===== src/rtl/sec_cnt_decoder_pkg.sv =====
// Shared definitions for the seconds-of-day decoder and the alarm encoder.
//   state_e     : decoder FSM states, one digit weight per D_* state
//   W_*         : seconds weight of each time digit
//   MAX_SEC_DEF : largest legal seconds count (23:59:59)
package sec_cnt_decoder_pkg;

  localparam int unsigned CNT_W_DEF   = 17;
  localparam int unsigned MAX_SEC_DEF = 86399;

  localparam int unsigned W_H1 = 36000;
  localparam int unsigned W_H2 = 3600;
  localparam int unsigned W_M1 = 600;
  localparam int unsigned W_M2 = 60;
  localparam int unsigned W_S1 = 10;

  typedef enum logic [2:0] {
    IDLE,
    D_H1,
    D_H2,
    D_M1,
    D_M2,
    D_S1
  } state_e;

  // Weight subtracted while in a digit state; IDLE has no weight.
  function automatic int unsigned weight_of(input state_e s);
    case (s)
      D_H1:    return W_H1;
      D_H2:    return W_H2;
      D_M1:    return W_M1;
      D_M2:    return W_M2;
      D_S1:    return W_S1;
      default: return 0;
    endcase
  endfunction

  // Digit state that follows s once its digit is resolved.
  function automatic state_e next_digit(input state_e s);
    case (s)
      D_H1:    return D_H2;
      D_H2:    return D_M1;
      D_M1:    return D_M2;
      D_M2:    return D_S1;
      default: return IDLE;
    endcase
  endfunction

endpackage


===== src/rtl/sec_cnt_decoder_if.sv =====
// Request/result bundle of the seconds-of-day decoder.
//   start, sec_cnt         : conversion request (master -> slave)
//   h1,h2,m1,m2,s1,s2      : BCD result digits HH:MM:SS (slave -> master)
//   busy, done, err        : status; done/err are single-cycle pulses
interface sec_cnt_decoder_if #(
  parameter int unsigned CNT_W = 17
);
  logic             start;
  logic [CNT_W-1:0] sec_cnt;
  logic [3:0]       h1, h2, m1, m2, s1, s2;
  logic             busy;
  logic             done;
  logic             err;

  modport master (
    output start, sec_cnt,
    input  h1, h2, m1, m2, s1, s2, busy, done, err
  );

  modport slave (
    input  start, sec_cnt,
    output h1, h2, m1, m2, s1, s2, busy, done, err
  );
endinterface


===== src/rtl/sec_sub_step.sv =====
// One compare-subtract step of the digit extraction.
//   state_i : current FSM state, selects the digit weight
//   rem_i   : remaining seconds
//   ge_o    : rem_i >= weight
//   diff_o  : rem_i - weight (only meaningful when ge_o is high)
module sec_sub_step
  import sec_cnt_decoder_pkg::*;
#(
  parameter int unsigned CNT_W = CNT_W_DEF
) (
  input  state_e           state_i,
  input  logic [CNT_W-1:0] rem_i,
  output logic             ge_o,
  output logic [CNT_W-1:0] diff_o
);
  logic [CNT_W-1:0] weight;

  always_comb begin
    weight = CNT_W'(weight_of(state_i));
    ge_o   = (rem_i >= weight);
    diff_o = rem_i - weight;
  end
endmodule


===== src/rtl/sec_cnt_decoder.sv =====
// Sequential decoder from a seconds-of-day count to six BCD digits HH:MM:SS.
// Each digit state repeatedly subtracts its weight while the remainder allows,
// so a state lasts (digit+1) cycles. The visible digits update atomically on
// the final edge and hold between conversions.
//   clk_out : clock, all state on posedge
//   rst_n   : asynchronous active-low reset
//   bus     : request/result bundle (slave side)
module sec_cnt_decoder
  import sec_cnt_decoder_pkg::*;
#(
  parameter int unsigned CNT_W   = CNT_W_DEF,
  parameter int unsigned MAX_SEC = MAX_SEC_DEF
) (
  input  logic              clk_out,
  input  logic              rst_n,
  sec_cnt_decoder_if.slave  bus
);
  localparam logic [CNT_W-1:0] MAX_C = CNT_W'(MAX_SEC);

  state_e           state_q, state_d;
  logic [CNT_W-1:0] rem_q, rem_d;
  // Working digits h1,h2,m1,m2,s1 (h1 at index 4); s2 comes from the remainder.
  logic [4:0][3:0]  work_q, work_d;
  // Visible digits h1..s2 (h1 at index 5).
  logic [5:0][3:0]  dig_q, dig_d;
  logic             busy_q, busy_d;
  logic             done_q, done_d;
  logic             err_q, err_d;

  logic             ge;
  logic [CNT_W-1:0] diff;

  sec_sub_step #(.CNT_W(CNT_W)) u_step (
    .state_i (state_q),
    .rem_i   (rem_q),
    .ge_o    (ge),
    .diff_o  (diff)
  );

  always_ff @(posedge clk_out or negedge rst_n) begin
    if (!rst_n) begin
      state_q <= IDLE;
      rem_q   <= '0;
      work_q  <= '0;
      dig_q   <= '0;
      busy_q  <= 1'b0;
      done_q  <= 1'b0;
      err_q   <= 1'b0;
    end else begin
      state_q <= state_d;
      rem_q   <= rem_d;
      work_q  <= work_d;
      dig_q   <= dig_d;
      busy_q  <= busy_d;
      done_q  <= done_d;
      err_q   <= err_d;
    end
  end

  always_comb begin
    state_d = state_q;
    rem_d   = rem_q;
    work_d  = work_q;
    dig_d   = dig_q;
    busy_d  = busy_q;
    done_d  = 1'b0;
    err_d   = 1'b0;

    if (state_q == IDLE) begin
      if (bus.start) begin
        if (bus.sec_cnt > MAX_C) begin
          done_d = 1'b1;
          err_d  = 1'b1;
        end else begin
          rem_d   = bus.sec_cnt;
          work_d  = '0;
          busy_d  = 1'b1;
          state_d = D_H1;
        end
      end
    end else if (ge) begin
      rem_d = diff;
      case (state_q)
        D_H1:    work_d[4] = work_q[4] + 4'd1;
        D_H2:    work_d[3] = work_q[3] + 4'd1;
        D_M1:    work_d[2] = work_q[2] + 4'd1;
        D_M2:    work_d[1] = work_q[1] + 4'd1;
        D_S1:    work_d[0] = work_q[0] + 4'd1;
        default: ;
      endcase
    end else if (state_q == D_S1) begin
      // Remainder is below 10 here, so it is the seconds-units digit.
      dig_d   = {work_q, rem_q[3:0]};
      busy_d  = 1'b0;
      done_d  = 1'b1;
      state_d = IDLE;
    end else begin
      state_d = next_digit(state_q);
    end
  end

  assign bus.h1   = dig_q[5];
  assign bus.h2   = dig_q[4];
  assign bus.m1   = dig_q[3];
  assign bus.m2   = dig_q[2];
  assign bus.s1   = dig_q[1];
  assign bus.s2   = dig_q[0];
  assign bus.busy = busy_q;
  assign bus.done = done_q;
  assign bus.err  = err_q;

endmodule


===== src/flat_wrapper.sv =====
// flat-port wrapper written by rule: the top's interface ports become plain ports
module sec_cnt_decoder_flat import sec_cnt_decoder_pkg::*;
#(
  parameter int unsigned CNT_W   = CNT_W_DEF,
  parameter int unsigned MAX_SEC = MAX_SEC_DEF
)
  (clk_out, rst_n, bus_start, bus_sec_cnt, bus_h1, bus_h2, bus_m1, bus_m2, bus_s1, bus_s2, bus_busy, bus_done, bus_err);
  sec_cnt_decoder_if #(.CNT_W(CNT_W)) bus_i ();
  input  logic clk_out;
  input  logic rst_n;
  input wire logic [$bits(bus_i.start)-1:0] bus_start;
  input wire logic [$bits(bus_i.sec_cnt)-1:0] bus_sec_cnt;
  output wire logic [$bits(bus_i.h1)-1:0] bus_h1;
  output wire logic [$bits(bus_i.h2)-1:0] bus_h2;
  output wire logic [$bits(bus_i.m1)-1:0] bus_m1;
  output wire logic [$bits(bus_i.m2)-1:0] bus_m2;
  output wire logic [$bits(bus_i.s1)-1:0] bus_s1;
  output wire logic [$bits(bus_i.s2)-1:0] bus_s2;
  output wire logic [$bits(bus_i.busy)-1:0] bus_busy;
  output wire logic [$bits(bus_i.done)-1:0] bus_done;
  output wire logic [$bits(bus_i.err)-1:0] bus_err;
  assign bus_i.start = bus_start;
  assign bus_i.sec_cnt = bus_sec_cnt;
  assign bus_h1 = bus_i.h1;
  assign bus_h2 = bus_i.h2;
  assign bus_m1 = bus_i.m1;
  assign bus_m2 = bus_i.m2;
  assign bus_s1 = bus_i.s1;
  assign bus_s2 = bus_i.s2;
  assign bus_busy = bus_i.busy;
  assign bus_done = bus_i.done;
  assign bus_err = bus_i.err;
  sec_cnt_decoder #(.CNT_W(CNT_W), .MAX_SEC(MAX_SEC)) u_core (.clk_out(clk_out), .rst_n(rst_n), .bus(bus_i));
endmodule

===== config.mk =====
export PLATFORM = sky130hd
export DESIGN_NAME = sec_cnt_decoder_flat
export DESIGN_NICKNAME = d
export VERILOG_FILES = /design/src/rtl/sec_cnt_decoder_pkg.sv /design/src/rtl/sec_cnt_decoder_if.sv /design/src/rtl/sec_sub_step.sv /design/src/rtl/sec_cnt_decoder.sv /design/src/flat_wrapper.sv
export SDC_FILE = /design/constraint.sdc
export NUM_CORES = 1
export LEC_CHECK = 0
export BUFFER_PORTS_ARGS = -buffer_cell sky130_fd_sc_hd__buf_2
export CAP_MARGIN = 20
export CORE_UTILIZATION = 50
export DETAILED_ROUTE_END_ITERATION = 10
export GPL_TIMING_DRIVEN = 0
export HOLD_SLACK_MARGIN = 0.06
export PLACE_DENSITY_LB_ADDON = 0.05
export SYNTH_ARGS = -nofsm -noshare
export SYNTH_HDL_FRONTEND = slang
export SYNTH_SLANG_ARGS = --single-unit

===== constraint.sdc =====
create_clock -name clk_out -period 4.5 [get_ports clk_out]
set_input_delay 1.125 -clock clk_out [delete_from_list [all_inputs] [get_ports clk_out]]
set_output_delay 1.125 -clock clk_out [all_outputs]
set_load 0.1 [all_outputs]

After elaboration in Yosys (flattened, before gate mapping)
Cells that the tools add are included.

Bits in registers: 67. Output and inout port bits: 27. Input bits: 20. Word-level logic and storage cells: 81.

Bitwise logic cells: 2. Add/subtract/negate cells: 6. Magnitude comparators: 2. Reductions and logical operators: 16. Mux-type cells: 31. Equality and inequality tests: 8.

Operators by type and width (count): $mux W20 (4); $pmux W16 S5 (1); $mux W17 (4); $reduce_and A4 Y1 (6); $add A4 B1 Y4 const B (5); $mux W4 (5); $ge A17 B16 Y1 (1); $gt A17 B17 Y1 const B (1); $sub A17 B17 Y17 (1); $mux W3 (5); $pmux W3 S4 (1); $reduce_bool A2 Y1 (6); $mux W1 (11); $reduce_and A3 Y1 (3); $eq A3 B2 Y1 const B (2); $eq A3 B3 Y1 const B (2); $ne A2 B2 Y1 const B (3); $eq A3 B1 Y1 const B (1); $logic_not A3 Y1 (1); $not A1 Y1 (2).

Longest topological paths before layout
Depth after elaboration: 5. Depth in mapped cells: 16. Depth with buffers taken out: 12.

Cells and area by module
From an unflattened synthesis, not the netlist that was laid out.

Cell total of the unflattened synthesis: 411. Area total of the unflattened synthesis: 4043.9 um^2.

By module, submodules not included: sec_cnt_decoder (cells an instance 290, times used 1, sequential area each 1676.6 um^2, area each 3175.5 um^2); sec_sub_step (cells an instance 121, times used 1, sequential area each 0.0 um^2, area each 868.3 um^2).

Worst setup path before layout
OpenSTA, ideal clock, no wires.

Kind: reg2reg. Start: reg u_core.state_q[1]. End: reg u_core.rem_q[11]. Buffers on the path: 4. Library setup time: 0.129 ns. Period minus slack after synthesis: 3.393 ns. Stages on the path, launching flop included: 15. Path slack: 1.107 ns. Arrival time: 3.263 ns. Data required time: 4.371 ns. Cells stage by stage: dfrtp_1 > clkbuf_1 > buf_1 > nor2_1 > ha_1 > fa_1 > nand2b_1 > a21o_2 > a31oi_4 > and3_1 > buf_2 > or2_1 > buf_2 > a21oi_1 > o41a_1.

Cells in the longest elaborated chain, start to end: 5. Elaborated cells between the ends (all ways): 15. Classes of those cells: 1 x add/sub; 1 x order compare; 7 x eq/ne; 3 x mux; 3 x reduce/logical.

RTL lines: start: declaration (line sec_cnt_decoder.sv:20) `state_e state_q, state_d;`; start signal: assignment (line sec_cnt_decoder.sv:50) `state_q <= state_d;`; $eq A3 B3 Y1, or another cell as far along (line sec_cnt_decoder_pkg.sv:27) `case (s)`; $pmux W16 S5 (line sec_cnt_decoder_pkg.sv:27); $sub A17 B17 Y17 / $ge A17 B16 Y1 (equally long branches) (line sec_sub_step.sv:21, sec_sub_step.sv:20); $mux W17 / $reduce_bool A2 Y1 (equally long branches); $mux W17 / $reduce_and A3 Y1 (equally long branches); end signal: assignment (line sec_cnt_decoder.sv:51) `rem_q <= rem_d;`; end: declaration (line sec_cnt_decoder.sv:21) `logic [CNT_W-1:0] rem_q, rem_d;`.

Parallel ways exist; a longest one is shown, timed or not. The select of a mux whose other input is x is not followed. A chain may end at the register's enable or synchronous reset.

Final worst setup path
Start: reg u_core.state_q[1]. End: reg u_core.rem_q[16].

Same word-level chain as after synthesis.

==> run metrics <==
most frequent CP cell=clkbuf_1; Main synth FF type=dfrtp_1; Slew HR=0.441; Max stage delay cell, worst path=buf_1; clock slew at reported path FFs=roughly 0.080 ns; endpoints failing setup=0; Detail Route met2 WL=just over 4000 microns; post-CTS sizing=0; DRT Wirelength=just under 9000 microns; Initial Util=0.523; cts bufs inserted=9; Post-Syn Area=around 3800 sq um; Async SR Flop Fraction=1.00; Worst EP required=4.72 ns; skew final=~0.011 ns; n_diodes=0; row count=31; Startpoint Class=flip-flop; Vias/cell=between 5 and 6; worst path cell trace=clkbuf_1 -> buf_1 -> nor2_1 -> ha_1 -> fa_1 -> nand2b_1 -> a21o_2 -> a31oi_4 -> and3_1 -> buf_2 -> o21ai_1 -> clkbuf_1 -> o311ai_0 -> nand3_1; fill count=about 660; DP HPWL=~6500 microns; global placer's final weighted congestion=~0.94; Final min period=about 4.1 ns; final hold viol count=0; largest net degree at the start of global routing=a little under 70; CP Capture Type=flip-flop; RSZ-0062 raised after global routing=no; max cap viols=0; die area=around 8000 sq um; clk root buf=clkbuf_8; initial DRC count=around 200; Avg Inst Size Synth=around 9.8 sq um; Max Fclk=between 0.2 and 0.25 GHz; register area share after synthesis=0.438; count of cell types in the netlist=between 60 and 70; met3 WL=487 microns; vias in the first global route=roughly 2,900; DRT Pass-1 Iters=5; Avg WL per Cell=between 15 and 20 microns; Critical R2R Launch=u_core.state_q[1]; reg-to-reg endpoint=u_core.rem_q[16]; maximum buffer depth of the clock tree=2; post-synthesis instance total=between 300 and 400; Post-synth EDFFs=0; Die Ht=89.5 microns; hold path start=u_core.work_q[3]; Worst Hold End=u_core.work_q[3]; sequential cell area=approximately 1700 sq um; Top Metal Used=met4; Synth Register Bits=67; GRT Total Usage=0.246; Tightest Hold Check Type=flip-flop to flip-flop; Crit path largest cell delay=between 0.4 and 0.5 ns; Detail Route Antenna Nets=0; antenna violations before repair=0; period utilization=0.904; design area=about 4400 sq um; CTS Sinks=67; Critical Path AT=roughly 4.3 ns; Via Count=between 3,000 and 4,000; CTS tree=done; clk_lat worst skew=0.35 ns; htree depth=3; worst-margin pin slew=roughly 0.84 ns; setup bufs post-CTS=0; Setup CP Type=flip-flop to flip-flop; core box area=7330 sq um; status=completed; # IOs=between 40 and 50; GRT overflow=0; Slew Limit Fails=0; global-route wire length before repair=14,600 microns; Yosys warning count=0; DRC=0; worst reg2reg setup slack=between 0.4 and 0.5 ns; M1 wire length=around 4300 microns; Worst Path Max Fanout=10; IO Port Bufs=46; share of layout cells above drive strength 1=0.226; # nets final=just under 500; R2R depth=14; Placed Area=4190 sq um; Die X=slightly below 90 microns; Hold Crit Depth=1; syn nets=426; CTS Hold Bufs=0; area of the multi-input gates=about 2000 sq um; Hold WS=0.470 ns; Setup TNS=0 ns; Synth-to-Final Area Change=15.2%
[per-stage QoR]
step	worst slack, ns	std cells	utilization
after CTS	0.423	550	0.602
after detailed placement	0.447	534	0.571
after global placement	0.494	534	0.571
after floorplan	1.11	389	-
final	0.433	550	0.602
after global routing	0.124	550	0.602
[per-layer routing]
metal,up-vias,track usage
met3,10,0.0379
met4,0,0.0851
met1,1543,0.349
li1,1540,-
met5,-,0
met2,83,0.383
[cells by family after synthesis]
logic type	share of synthesized area
AND/OR/NAND/NOR	0.145
AO/OA/AOI/OAI	0.182
flip-flops	0.438
multiplexers	0.114
buffers and inverters	0.0411
adder cells (fa/ha/maj)	0.0575
XOR/XNOR	0.0229
[worst max path at each step]
| stage | start | slack, ns | endpoint | depth (start not counted) |
|---|---|---|---|---|
| 2_1_floorplan | u_core.state_q[1] | 1.11 | u_core.rem_q[11] | 14 |
| 3_3_place_gp | u_core.state_q[1] | 0.49 | u_core.rem_q[16] | 14 |
| 3_5_place_dp | u_core.state_q[0] | 0.45 | u_core.bus.m1[3] | 14 |
| 4_1_cts | u_core.state_q[0] | 0.42 | u_core.bus.m1[3] | 14 |
| 5_1_grt | u_core.state_q[1] | 0.12 | u_core.rem_q[16] | 14 |
| 6_report | u_core.state_q[1] | 0.43 | u_core.rem_q[16] | 14 |
[cell type report]
class,instances,area share
Timing Repair Buffer,46,0.0527
Clock inverter,7,0.0230
Sequential cell,67,0.380
Tap cell,99,0.0281
Buffer,18,0.0196
Inverter,19,0.0162
Clock buffer,9,0.0281
Multi-Input combinational cell,285,0.453
[synth_stat cells (all sizes together) (2+ instances only)]
library cell	number	area share
inv	18	0.018
a22oi	2	0.0039
nor2b	2	0.0033
o21a	2	0.0039
nor3	11	0.017
o21ai	28	0.037
o2111ai	3	0.0069
nand2b	5	0.0082
dfrtp	67	0.44
xor2	4	0.0091
a32o	2	0.0052
nor4	5	0.0098
o22ai	3	0.0049
nor2	32	0.032
or4	2	0.0039
mux2	30	0.088
or2	4	0.0065
a21o	6	0.012
and3	8	0.013
clkbuf	11	0.011
a31oi	8	0.017
mux2i	10	0.026
xnor2	6	0.014
a211o	2	0.0046
nand3	8	0.010
a22o	2	0.0046
o211ai	5	0.0098
ha	16	0.052
buf	7	0.012
a21oi	30	0.039
nand2	27	0.026
[worst max-delay path, delay by kind of cell, from the launching register on]
family	cells	cell delay, ns
buffers and inverters	4	1.18
DFF	1	0.33
and+or+nand+nor	4	0.73
adders and majority gates	2	0.66
AOI/OAI and AO/OA	4	1.04
[placed cells by master, fill, tap and decap left out, types with 2 or more instances in the layout]
master,n
nand2_1,27
nand3_1,8
clkbuf_1,11
o2111ai_1,3
a21o_1,5
a21oi_1,30
a31oi_1,7
nor3_1,10
buf_2,48
o22ai_1,3
nand2b_1,5
and3_1,8
o21ai_0,27
o211ai_1,5
ha_1,16
nor2_1,31
a22oi_1,2
dfrtp_1,67
nor2b_1,2
mux2_2,27
or2_2,3
mux2i_1,10
nor4_1,4
mux2_1,3
or4_1,2
xnor2_1,6
a211o_1,2
clkinv_4,2
xor2_1,4
buf_6,2
a22o_1,2
clkbuf_8,9
o21a_1,2
bufinv_16,2
a32o_1,2
buf_1,2
inv_1,18
[registers in the layout, summed over array words and instances (netlist names), 4 cells and up]
register,count
u_core.bus.h1,4
u_core.bus.h2,4
u_core.bus.m1,4
u_core.bus.m2,4
u_core.bus.s1,4
u_core.bus.s2,4
u_core.rem_q,17
u_core.work_q,20
Power is not shown: default switching activity piles up to over one toggle a cycle in this logic, so the estimate is an artifact.
